**src/rtl/riscv_lsu_pkg.sv**
```systemverilog
// Shared definitions for the RV64 load/store unit: request classes, the UART
// region index and a constant-width helper.
package riscv_lsu_pkg;

    localparam logic [4:0] NORMAL_READ  = 5'b00001;
    localparam logic [4:0] NORMAL_WRITE = 5'b00010;
    localparam logic [4:0] LR           = 5'b00100;
    localparam logic [4:0] SC           = 5'b01000;
    localparam logic [4:0] AMO          = 5'b10000;

    localparam int UART_REGION = 0;

    function automatic int clog2(input int value);
        int result;
        result = 0;
        for (int i = 0; i < 31; i++) begin
            if ((1 << i) < value) result = i + 1;
        end
        return result;
    endfunction

endpackage

```
**src/rtl/riscv_lsu_tx_fifo.sv**
```systemverilog
// Synchronous FIFO for UART TX bytes; a push while full is accepted only
// when a pop happens in the same cycle.
module riscv_lsu_tx_fifo
    import riscv_lsu_pkg::*;
#(
    parameter int WIDTH = 8,
    parameter int DEPTH = 4,
    localparam int PTR_W = clog2(DEPTH),
    localparam int CNT_W = clog2(DEPTH + 1)
) (
    input  logic             clk_i,
    input  logic             rst_i,
    input  logic             push_i,
    input  logic [WIDTH-1:0] data_i,
    input  logic             pop_i,
    output logic [WIDTH-1:0] data_o,
    output logic             full_o,
    output logic             empty_o,
    output logic [CNT_W-1:0] count_o
);

    localparam logic [CNT_W-1:0] COUNT_FULL = CNT_W'(DEPTH);

    logic [WIDTH-1:0] mem_q [DEPTH];
    logic [PTR_W-1:0] wptr_q, wptr_d;
    logic [PTR_W-1:0] rptr_q, rptr_d;
    logic [CNT_W-1:0] count_q, count_d;
    logic             do_push, do_pop;

    assign full_o  = (count_q == COUNT_FULL);
    assign empty_o = (count_q == '0);
    assign count_o = count_q;
    assign data_o  = empty_o ? '0 : mem_q[rptr_q];

    assign do_pop  = pop_i & ~empty_o;
    assign do_push = push_i & (~full_o | do_pop);

    always_comb begin
        wptr_d  = wptr_q;
        rptr_d  = rptr_q;
        count_d = count_q;
        if (do_push) wptr_d = wptr_q + 1'b1;
        if (do_pop)  rptr_d = rptr_q + 1'b1;
        if (do_push && !do_pop)      count_d = count_q + 1'b1;
        else if (do_pop && !do_push) count_d = count_q - 1'b1;
    end

    always_ff @(posedge clk_i or posedge rst_i) begin
        if (rst_i) begin
            wptr_q  <= '0;
            rptr_q  <= '0;
            count_q <= '0;
        end else begin
            wptr_q  <= wptr_d;
            rptr_q  <= rptr_d;
            count_q <= count_d;
        end
    end

    always_ff @(posedge clk_i) begin
        if (do_push) mem_q[wptr_q] <= data_i;
    end

endmodule

```
**src/rtl/riscv_lsu_mmio.sv**
```systemverilog
// Memory-stage LSU: request classification, MMIO region decode, LR/SC
// reservation and UART TX buffering. Optional reservation timeout: RISCV_LSU_RSV_TIMEOUT_EN.
module riscv_lsu_mmio
    import riscv_lsu_pkg::*;
#(
    parameter int XLEN = 64,
    parameter int N_REGIONS = 4,
    parameter logic [N_REGIONS*XLEN-1:0] REGION_BASE = {N_REGIONS{{XLEN{1'b0}}}},
    parameter logic [N_REGIONS*XLEN-1:0] REGION_MASK = {N_REGIONS{{{(XLEN-3){1'b1}}, 3'b000}}},
    parameter int RSV_GRANULE_LOG2 = 3,
    parameter int RSV_TIMEOUT = 128,
    parameter int TX_DEPTH = 4
) (
    input  logic                 i_riscv_lsu_clk,
    input  logic                 i_riscv_lsu_rst,
    input  logic                 i_riscv_lsu_globstall,
    input  logic [XLEN-1:0]      i_riscv_lsu_rs1,
    input  logic [XLEN-1:0]      i_riscv_lsu_alu_result,
    input  logic [7:0]           i_riscv_lsu_store_data,
    input  logic                 i_riscv_lsu_rden,
    input  logic                 i_riscv_lsu_wren,
    input  logic                 i_riscv_lsu_amo,
    input  logic [1:0]           i_riscv_lsu_lr,
    input  logic [1:0]           i_riscv_lsu_sc,
    input  logic                 i_riscv_lsu_goto_trap,
    input  logic [1:0]           i_riscv_lsu_return_trap,
    output logic                 o_riscv_lsu_dcache_rden,
    output logic                 o_riscv_lsu_dcache_wren,
    output logic [XLEN-1:0]      o_riscv_lsu_phy_address,
    output logic [XLEN-1:0]      o_riscv_lsu_sc_rdvalue,
    output logic [N_REGIONS-1:0] o_riscv_lsu_region_rden,
    output logic [N_REGIONS-1:0] o_riscv_lsu_region_wren,
    output logic                 o_riscv_lsu_mmio_stall,
    output logic                 o_riscv_lsu_uart_tx_valid,
    output logic [7:0]           o_riscv_lsu_uart_tx_data,
    input  logic                 i_riscv_lsu_uart_tx_ready
);

    localparam int GRAN_W = XLEN - RSV_GRANULE_LOG2;
    localparam int CNT_W  = clog2(TX_DEPTH + 1);

    if (TX_DEPTH < 2 || (TX_DEPTH & (TX_DEPTH - 1)) != 0 || RSV_TIMEOUT < 1) begin : g_bad_cfg
        $error("riscv_lsu_mmio: TX_DEPTH must be a power of two >= 2 and RSV_TIMEOUT >= 1");
    end

    logic [4:0]            req_class;
    logic                  is_read, is_store, is_lr, is_sc, is_amo, kill;
    logic [XLEN-1:0]       addr;
    logic [GRAN_W-1:0]     addr_gran;
    logic [N_REGIONS-1:0]  hit_vec, win_onehot;
    logic                  any_hit, gran_match, sc_ok;
    logic                  uart_store, fifo_push, fifo_pop, fifo_full, fifo_empty;
    logic [CNT_W-1:0]      fifo_count;
    logic                  rsv_valid_q, rsv_valid_d, rsv_dword_q, rsv_dword_d;
    logic [GRAN_W-1:0]     rsv_granule_q, rsv_granule_d;
`ifdef RISCV_LSU_RSV_TIMEOUT_EN
    localparam int TMO_W = clog2(RSV_TIMEOUT + 1);
    localparam logic [TMO_W-1:0] TMO_LIMIT = TMO_W'(RSV_TIMEOUT);
    logic [TMO_W-1:0]      rsv_cnt_q, rsv_cnt_d;
`endif

    // One class per request; atomics take precedence if a decoder ever overlaps them.
    always_comb begin
        req_class = '0;
        if (i_riscv_lsu_lr[1])        req_class = LR;
        else if (i_riscv_lsu_sc[1])   req_class = SC;
        else if (i_riscv_lsu_amo)     req_class = AMO;
        else if (i_riscv_lsu_wren)    req_class = NORMAL_WRITE;
        else if (i_riscv_lsu_rden)    req_class = NORMAL_READ;
    end

    assign is_read  = (req_class == NORMAL_READ);
    assign is_store = (req_class == NORMAL_WRITE);
    assign is_lr    = (req_class == LR);
    assign is_sc    = (req_class == SC);
    assign is_amo   = (req_class == AMO);
    assign kill     = i_riscv_lsu_goto_trap | (|i_riscv_lsu_return_trap);

    assign addr      = (is_lr | is_sc | is_amo) ? i_riscv_lsu_rs1 : i_riscv_lsu_alu_result;
    assign addr_gran = addr[XLEN-1:RSV_GRANULE_LOG2];

    always_comb begin
        hit_vec = '0;
        for (int k = 0; k < N_REGIONS; k++) begin
            hit_vec[k] = ((addr & REGION_MASK[k*XLEN +: XLEN]) ==
                          (REGION_BASE[k*XLEN +: XLEN] & REGION_MASK[k*XLEN +: XLEN]));
        end
    end

    // Isolate the lowest set bit so overlapping regions resolve to the lowest index.
    assign win_onehot = hit_vec & (~hit_vec + 1'b1);
    assign any_hit    = |hit_vec;

    assign gran_match = (rsv_granule_q == addr_gran);
    assign sc_ok      = is_sc & rsv_valid_q & gran_match & (rsv_dword_q == i_riscv_lsu_sc[0])
                        & ~kill & ~any_hit;

    assign o_riscv_lsu_dcache_rden = ~kill & ~any_hit & (is_read | is_lr | is_amo);
    assign o_riscv_lsu_dcache_wren = ~kill & ~any_hit & (is_store | sc_ok);
    assign o_riscv_lsu_phy_address = any_hit ? '0 : addr;
    assign o_riscv_lsu_sc_rdvalue  = {{(XLEN-1){1'b0}}, is_sc & ~sc_ok};
    assign o_riscv_lsu_region_rden = (~kill & is_read) ? win_onehot : '0;
    assign o_riscv_lsu_region_wren = (~kill & is_store & ~win_onehot[UART_REGION]) ? win_onehot : '0;

    // A full FIFO still takes the store if the UART drains its head this cycle.
    assign uart_store             = is_store & win_onehot[UART_REGION] & ~kill;
    assign fifo_pop               = ~fifo_empty & i_riscv_lsu_uart_tx_ready;
    assign fifo_push              = uart_store & (~fifo_full | i_riscv_lsu_uart_tx_ready);
    assign o_riscv_lsu_mmio_stall = uart_store & fifo_full & ~i_riscv_lsu_uart_tx_ready;
    assign o_riscv_lsu_uart_tx_valid = (fifo_count != '0);

    riscv_lsu_tx_fifo #(
        .WIDTH (8),
        .DEPTH (TX_DEPTH)
    ) u_tx_fifo (
        .clk_i   (i_riscv_lsu_clk),
        .rst_i   (i_riscv_lsu_rst),
        .push_i  (fifo_push),
        .data_i  (i_riscv_lsu_store_data),
        .pop_i   (fifo_pop),
        .data_o  (o_riscv_lsu_uart_tx_data),
        .full_o  (fifo_full),
        .empty_o (fifo_empty),
        .count_o (fifo_count)
    );

    always_comb begin
        rsv_valid_d   = rsv_valid_q;
        rsv_granule_d = rsv_granule_q;
        rsv_dword_d   = rsv_dword_q;
`ifdef RISCV_LSU_RSV_TIMEOUT_EN
        rsv_cnt_d     = rsv_cnt_q;
`endif
        if (!i_riscv_lsu_globstall) begin
            if (kill) begin
                rsv_valid_d = 1'b0;
            end else if (is_lr) begin
                rsv_valid_d   = 1'b1;
                rsv_granule_d = addr_gran;
                rsv_dword_d   = i_riscv_lsu_lr[0];
`ifdef RISCV_LSU_RSV_TIMEOUT_EN
                rsv_cnt_d     = '0;
`endif
            end else if (is_sc) begin
                rsv_valid_d = 1'b0;
            end else if ((is_store | is_amo) && gran_match) begin
                rsv_valid_d = 1'b0;
            end
`ifdef RISCV_LSU_RSV_TIMEOUT_EN
            else if (rsv_valid_q) begin
                rsv_cnt_d = rsv_cnt_q + 1'b1;
                if (rsv_cnt_d == TMO_LIMIT) rsv_valid_d = 1'b0;
            end
`endif
        end
    end

    always_ff @(posedge i_riscv_lsu_clk or posedge i_riscv_lsu_rst) begin
        if (i_riscv_lsu_rst) begin
            rsv_valid_q   <= 1'b0;
            rsv_granule_q <= '0;
            rsv_dword_q   <= 1'b0;
`ifdef RISCV_LSU_RSV_TIMEOUT_EN
            rsv_cnt_q     <= '0;
`endif
        end else begin
            rsv_valid_q   <= rsv_valid_d;
            rsv_granule_q <= rsv_granule_d;
            rsv_dword_q   <= rsv_dword_d;
`ifdef RISCV_LSU_RSV_TIMEOUT_EN
            rsv_cnt_q     <= rsv_cnt_d;
`endif
        end
    end

endmodule

```
**config.mk**
```make
export PLATFORM = sky130hd
export DESIGN_NAME = riscv_lsu_mmio
export DESIGN_NICKNAME = d
export VERILOG_FILES = /design/src/rtl/riscv_lsu_pkg.sv /design/src/rtl/riscv_lsu_tx_fifo.sv /design/src/rtl/riscv_lsu_mmio.sv
export SDC_FILE = /design/constraint.sdc
export NUM_CORES = 1
export LEC_CHECK = 0
export CAP_MARGIN = 25
export CORE_MARGIN = 4
export CORE_UTILIZATION = 44
export DETAILED_ROUTE_END_ITERATION = 8
export GPL_TIMING_DRIVEN = 0
export PLACE_DENSITY = 0.89
export SYNTH_ARGS = -nofsm -noshare
export SYNTH_HDL_FRONTEND = slang
export SYNTH_SLANG_ARGS = --single-unit
```
**constraint.sdc**
```tcl
create_clock -name i_riscv_lsu_clk -period 3.8 [get_ports i_riscv_lsu_clk]
set_clock_uncertainty 0.2 [all_clocks]
set_input_delay 0.57 -clock i_riscv_lsu_clk [delete_from_list [all_inputs] [get_ports i_riscv_lsu_clk]]
set_output_delay 0.57 -clock i_riscv_lsu_clk [all_outputs]
set_load 0.01 [all_outputs]
```
# Yosys cells after proc, flatten, opt, wreduce, memory -nomap -nowiden

Memory sizes are Yosys's and may differ from the RTL's.
Cells that the tools add are included.

Register bits: 70
Latch bits: 0
Bits in writable memories: 32
Memory bits (read-only): 0
Input bits: 150
Output and inout port bits: 148
Logic and storage cells: 90
Memories kept: 1

Memories:

| memory          | depth | width | rd ports | clocked after memory_dff | wr ports | line                    | RTL |
|---|---|---|---|---|---|---|---|
| u_tx_fifo.mem_q | 4     | 8     | 1        | 0                        | 1        | riscv_lsu_tx_fifo.sv:24 | `logic [WIDTH-1:0] mem_q [DEPTH];` |

Add/subtract/negate cells: 5
Multipliers: 0
Divide/modulo/power cells: 0
$lt $le $gt $ge: 0
Equality and inequality tests: 8
Shift-type cells: 0
Mux-type cells: 18
Bitwise gates (word level): 39
Reduce and logical (&&, ||, !) cells: 13

Operators with widths:

| kind                  | number |
|---|---|
| $mux W64              | 2 |
| $logic_not A64 Y1     | 1 |
| $eq A61 B61 Y1        | 1 |
| $and A1 B1 Y1         | 20 |
| $mux W5               | 3 |
| $or A1 B1 Y1          | 9 |
| $mux W4               | 2 |
| $mux W8               | 1 |
| $not A1 Y1            | 8 |
| $mux W1               | 7 |
| $mux W3               | 2 |
| $eq A5 B1 Y1 const B  | 1 |
| $eq A5 B2 Y1 const B  | 1 |
| $eq A5 B3 Y1 const B  | 1 |
| $eq A5 B4 Y1 const B  | 1 |
| $eq A5 B5 Y1 const B  | 1 |
| $add A2 B1 Y2 const B | 2 |
| $add A4 B1 Y4 const B | 1 |
| $and A4 B4 Y4         | 1 |
| $not A4 Y4            | 1 |
| $reduce_bool A4 Y1    | 1 |
| $add A3 B1 Y3 const B | 1 |
| $eq A3 B3 Y1 const B  | 1 |
| $logic_and A1 B1 Y1   | 3 |
| 10 further kinds      | 11 |

# Logic depth before layout (Yosys ltp)

Depth after elaboration: 21
Mapped depth: 14
Mapped depth without buffers: 13

# Cells and area by module

Synthesis repeated with hierarchy kept, for this count alone.

Cells, all modules: 756
Area total of the unflattened synthesis: 7031.7 um^2

Modules (own cells, without submodules):

| module            | times used | cells an instance | area an instance (um^2) | seq. area each (um^2) |
|---|---|---|---|---|
| riscv_lsu_mmio    | 1          | 668               | 5373.9                  | 1576.5 |
| riscv_lsu_tx_fifo | 1          | 88                | 1657.8                  | 1136.1 |

# Worst setup path after synthesis

Ideal clock, no wire load.

Kind: input-to-reg
Start: in i_riscv_lsu_sc[1]
End: reg u_tx_fifo.count_q[2], in the netlist u_tx_fifo.count_o[2]
Library setup time: 0.079 ns
Data arrival time: 3.290 ns
Data required time: 3.521 ns
Setup slack: 0.231 ns
Cell stages on the path: 13
Buffers on the path: 0
Cell sequence: nor3_4 mux2_2 a211oi_1 o21ai_2 nor2_2 nand3_1 nor3_2 ha_1 inv_1 fa_1 xor2_1 nor2_1 xor2_1

Cells in the longest elaborated chain, start to end: 17
Elaborated cells between the ends (all ways): 22
Those cells by class: add/sub: 1; eq/ne: 4; mux: 4; bitwise: 8; reduce/logical: 5

RTL lines:

| element                                             | line                                       | RTL |
|---|---|---|
| from (decl)                                         | riscv_lsu_mmio.sv:24                       | `input logic [1:0] i_riscv_lsu_sc,` |
| $mux W5 (*)                                         | riscv_lsu_mmio.sv:66                       | `else if (i_riscv_lsu_sc[1]) req_class = SC;` |
| $mux W5 (*)                                         | riscv_lsu_mmio.sv:65                       | `if (i_riscv_lsu_lr[1]) req_class = LR;` |
| $eq A5 B3 Y1 / $eq A5 B4 Y1 (equally long branches) | riscv_lsu_mmio.sv:74, riscv_lsu_mmio.sv:75 |  |
| $or A1 B1 Y1 (2 in series)                          | riscv_lsu_mmio.sv:79                       | `assign addr = (is_lr \| is_sc \| is_amo) ? i_riscv_lsu_rs1 : i_riscv_lsu_alu_result;` |
| $mux W64                                            | riscv_lsu_mmio.sv:79                       |  |
| $logic_not A64 Y1                                   | riscv_lsu_mmio.sv:85                       | `hit_vec[k] = ((addr & REGION_MASK[k*XLEN +: XLEN]) ==` |
| $not A4 Y4                                          | riscv_lsu_mmio.sv:91                       | `assign win_onehot = hit_vec & (~hit_vec + 1'b1);` |
| $add A4 B1 Y4                                       | riscv_lsu_mmio.sv:91                       |  |
| $and A4 B4 Y4                                       | riscv_lsu_mmio.sv:91                       |  |
| $and A1 B1 Y1 (*) (2 in series)                     | riscv_lsu_mmio.sv:106                      | `assign uart_store = is_store & win_onehot[UART_REGION] & ~kill;` |
| $and A1 B1 Y1 (*)                                   | riscv_lsu_mmio.sv:108                      | `assign fifo_push = uart_store & (~fifo_full \| i_riscv_lsu_uart_tx_ready);` |
| $and A1 B1 Y1 (*)                                   | riscv_lsu_tx_fifo.sv:36                    | `assign do_push = push_i & (~full_o \| do_pop);` |
| net u_tx_fifo.do_push                               | riscv_lsu_tx_fifo.sv:28                    | `logic do_push, do_pop;` |
| $logic_not A1 Y1                                    | riscv_lsu_tx_fifo.sv:45                    | `else if (do_pop && !do_push) count_d = count_q - 1'b1;` |
| $logic_and A1 B1 Y1                                 | riscv_lsu_tx_fifo.sv:45                    |  |
| $reduce_bool A2 Y1 (no source line)                 | n/a                                        |  |
| to (signal assigned)                                | riscv_lsu_tx_fifo.sv:56                    | `count_q <= count_d;` |
| to (decl)                                           | riscv_lsu_tx_fifo.sv:27                    | `logic [CNT_W-1:0] count_q, count_d;` |

Mark *: on every way through the listed nets, which the timed path passes. The rest lies on a longest branch.
A chain may end at the register's enable or synchronous reset.

# Worst setup path after layout

Start: reg rsv_granule_q[58]
End: out o_riscv_lsu_dcache_wren

Cells in the longest elaborated chain, start to end: 7

RTL lines:

| element                     | line                  | RTL |
|---|---|---|
| from (decl)                 | riscv_lsu_mmio.sv:55  | `logic [GRAN_W-1:0] rsv_granule_q, rsv_granule_d;` |
| from (signal assigned)      | riscv_lsu_mmio.sv:168 | `rsv_granule_q <= rsv_granule_d;` |
| $eq A61 B61 Y1              | riscv_lsu_mmio.sv:94  | `assign gran_match = (rsv_granule_q == addr_gran);` |
| $and A1 B1 Y1 (2 in series) | riscv_lsu_mmio.sv:95  | `assign sc_ok = is_sc & rsv_valid_q & gran_match & (rsv_dword_q == i_riscv_lsu_sc[0])` |
| $and A1 B1 Y1 (2 in series) | riscv_lsu_mmio.sv:96  | `& ~kill & ~any_hit;` |
| $or A1 B1 Y1                | riscv_lsu_mmio.sv:99  | `assign o_riscv_lsu_dcache_wren = ~kill & ~any_hit & (is_store \| sc_ok);` |
| $and A1 B1 Y1               | riscv_lsu_mmio.sv:99  |  |
| to (decl)                   | riscv_lsu_mmio.sv:28  | `output logic o_riscv_lsu_dcache_wren,` |

No other way between the ends.

==> impl_metrics.yaml <==
status:
  status: "finished with violations"
  violations: "negative setup slack"
global_route:
  gr-usage-all-layers_pct: 32.4
  grt_max_degree: 70
  antenna_found_initial: 2
  grt_pass1_vias: 7349
  grt_overflow: 0
  grt_pass1_wl_mm: 43.9
worst_setup_path:
  cp_common_cell: "or4_4"
  arrival_ps: 3220
  path_cells: "inv_1, o22ai_2, or4_4, or4_4, a2111oi_4, nand4_1, or4b_1, o31ai_1, buf_2"
  critPathMaxStageDelay_ps: 550
  critPathRequiredTime_ps: 3030
  worstPathMaxFanout: 3
  end_kind: "output port"
  worst_path_max_delay_cell: "or4b_1"
  cp_num_buf_inv: 2
  worstSetupStartpointType: "flip-flop"
  critical_path_class: "flip-flop to output port"
  crit_family: "simple AND/OR/NAND/NOR gates"
cts:
  htree_levels: 3
  cts.sinks: 102
  cts_hold_buf: 0
  cts_buffers: 9
  path_clk_slew_ps: 80
  clk_path_buf_depth: 2
  clkLatencyLatePin_ps: 360
  cts_tree: "yes"
  root_buffer: "clkbuf_16"
die:
  start_util_pct: 44.6
  io_pins: 298
  dieArea_um2: 18100
  core_um2: 15800
  dieWidth_um: 135
  rows: 46
  fp.dieH_um: 135
final_layout:
  drive_above_1_share_pct: 22.7
  layout.nets: 1264
  instances_no_fill: 1330
  final_core_util_pct: 68.6
  area_growth_pct: 53.7
power:
  power_density_nw_per_um2: 342
  seqPwrFrac_pct: 39.8
  power_uw: 3720
  pwr-share-clk_pct: 25.8
  comb_power_share_pct: 34.4
  ir_worst_vdd_mv: 0.232
  switchingPower_uw: 1320
  p_leak_uw: 0.00470
  sw_frac_of_total_pct: 35.6
  intPower_uw: 2390
logic_synthesis:
  yosysTopAreaCell: "dfrtp_1"
  synthDistinctLibCells: 61
  synth_area_per_cell_um2: 9.12
  synth_edf_count: 32
  yosysMostFrequentCell: "nand2_1"
  synthCells: 774
  syn-cell-area_um2: 7060
  synth_common_cells: "122 x nand2_1, 78 x inv_1, 71 x buf_4, 70 x dfrtp_1"
  ys_seq_area_share_pct: 38.4
  synth_seq_cells: 102
  synth_flop_cell: "dfrtp_1"
  async_reset_ff_share_pct: 68.6
  synth.top_cell.area_share_pct: 24.8
  synth_area_leaders: "dfrtp_1 25%, edfxtp_1 14%, buf_4 7.5%, mux2_2 6.5%, nand2_1 6.5%"
  ys_warn_count: 0
drt:
  drc: 0
  routedWlPerCell_um: 22.7
  drt_iter0_markers: 926
  final_antenna_net_count: 0
  routed_wl_mm: 30.2
  drtPass1Iterations: 5
  via_per_inst: 5.64
  via_count: 7497
timing:
  slew_headroom_pct: 42.1
  period_minus_slack_ps: 3990
  fin_ws_ps: -191
  fin_crit_sh_pct: 105
  hold_viol_final: 0
  clock.fmax_mhz: 251
  slew_violations: 0
  worst_pin_slew_ps: 868
  rsz0062_at_grt: "yes"
  tns_ps: -219
  setup_viol_count_final: 2
placement:
  port_buffers: 227
  dpl.hpwl_mm: 24.2
  post-place-ws_ps: -1830
  dp.cells: 1287
  gp_congestion: 0.988
job:
  cap_violations: 0
hold_path:
  holdCritPathClass: "input port to asynchronous set/reset pin"
-- kinds of logic after synthesis --
logic type | after synthesis | share of synthesized area [%]
fa+ha+maj | 6 | 1.17
compound gates | 119 | 11.2
mux | 70 | 12.1
flops | 102 | 38.4
other cells | 1 | 0.0531
xor+xnor | 52 | 6.45
simple gates | 247 | 17.0
buf+inv | 177 | 13.6
-- per-stage QoR --
step	hold WS (ps)	area, um^2
after detailed placement	282	9890
after global placement	263	9860
after floorplan	249	7320
after global routing	235	10900
after CTS	220	10600
final	226	10900
-- sequential cells by signal (all words and copies together), names as in the netlist --
signal and flops:
u_tx_fifo.mem_q 32, u_tx_fifo.count_o 3, u_tx_fifo.wptr_q 2, rsv_granule_q 61
rsv_valid_q 1, u_tx_fifo.rptr_q 2, rsv_dword_q 1
-- placed cells by master (no fill, tap or decap), types with 7 or more instances in the layout --
master / n
and2_1: 16
conb_1: 70
nor4_1: 22
mux4_2: 8
dfrtp_1: 69
nor2_1: 20
buf_4: 94
edfxtp_1: 32
o22ai_1: 20
nand2_1: 122
mux2i_1: 7
a21oi_1: 7
nand4_1: 13
mux2i_4: 11
nor4_2: 11
inv_1: 72
clkdlybuf4s50_1: 205
buf_2: 10
clkbuf_1: 13
xor2_1: 28
o21ai_0: 40
nor3_1: 7
xnor2_1: 22
inv_2: 8
mux2_2: 41
clkbuf_16: 10
-- repair_timing --
action                                  4_1_cts  5_1_grt
pin swaps                                    14       11
setup buffers                                16       10
hold endpoints to repair                      0        0
endpoints found under the setup margin       81       32
gates resized for setup                     128       40
-- worst paths after layout --
check / start / endpoint / slack (ps) / cells past startpoint
setup / recovery: rsv_granule_q[58]$_DFFE_PP0P_ / o_riscv_lsu_dcache_wren / -190 / 9
hold / removal: i_riscv_lsu_rst / u_tx_fifo.rptr_q[1]$_DFFE_PP0P_ / 230 / 2
setup reg to reg: rsv_granule_q[58]$_DFFE_PP0P_ / rsv_valid_q$_DFFE_PP0P_ / 810 / 9
hold reg to reg: rsv_granule_q[23]$_DFFE_PP0P_ / rsv_granule_q[23]$_DFFE_PP0P_ / 300 / 2
max in group asynchronous: i_riscv_lsu_rst / rsv_granule_q[30]$_DFFE_PP0P_ / 2600 / 3
min in group i_riscv_lsu_clk: rsv_granule_q[23]$_DFFE_PP0P_ / rsv_granule_q[23]$_DFFE_PP0P_ / 300 / 2
-- power groups by stage --
stage	registers (uW)	logic, uW	clock network [uW]
after floorplan	1420	607	0
after global placement	1480	1110	0
after detailed placement	1480	1120	0
after CTS	1460	1200	965
after global routing	1490	1350	1010
final	1480	1280	959
-- final cells by class --
type	instances	area, um^2
diodes	1	2.50
plain buffers	96	724
clock buffers	9	225
clock inverters	7	78.8
fillers	1222	4970
inverters	81	307
multi-input cells	564	4090
flip-flops and latches	102	2710
well taps	216	270
repair buffers	254	2440
-- metal layers --
| metal | track usage, % | part of all wire, % | vias up |
|---|---|---|---|
| li1 | - | - | 3258 |
| met1 | 41.0 | 36 | 3501 |
| met5 | 0 | 0.043 | - |
| met2 | 52.1 | 47 | 602 |
| met4 | 17.5 | 5.9 | 2 |
| met3 | 6.93 | 11 | 134 |
-- worst reg2reg max path: cells and delay by family, from the launching register on --
kind / cells / cell delay (ps)
AND/OR/NAND/NOR: 4 / 1360
AO/OA/AOI/OAI: 3 / 530
flip-flops: 1 / 430
buffers and inverters: 2 / 320
(Power assumes the default switching activity.)
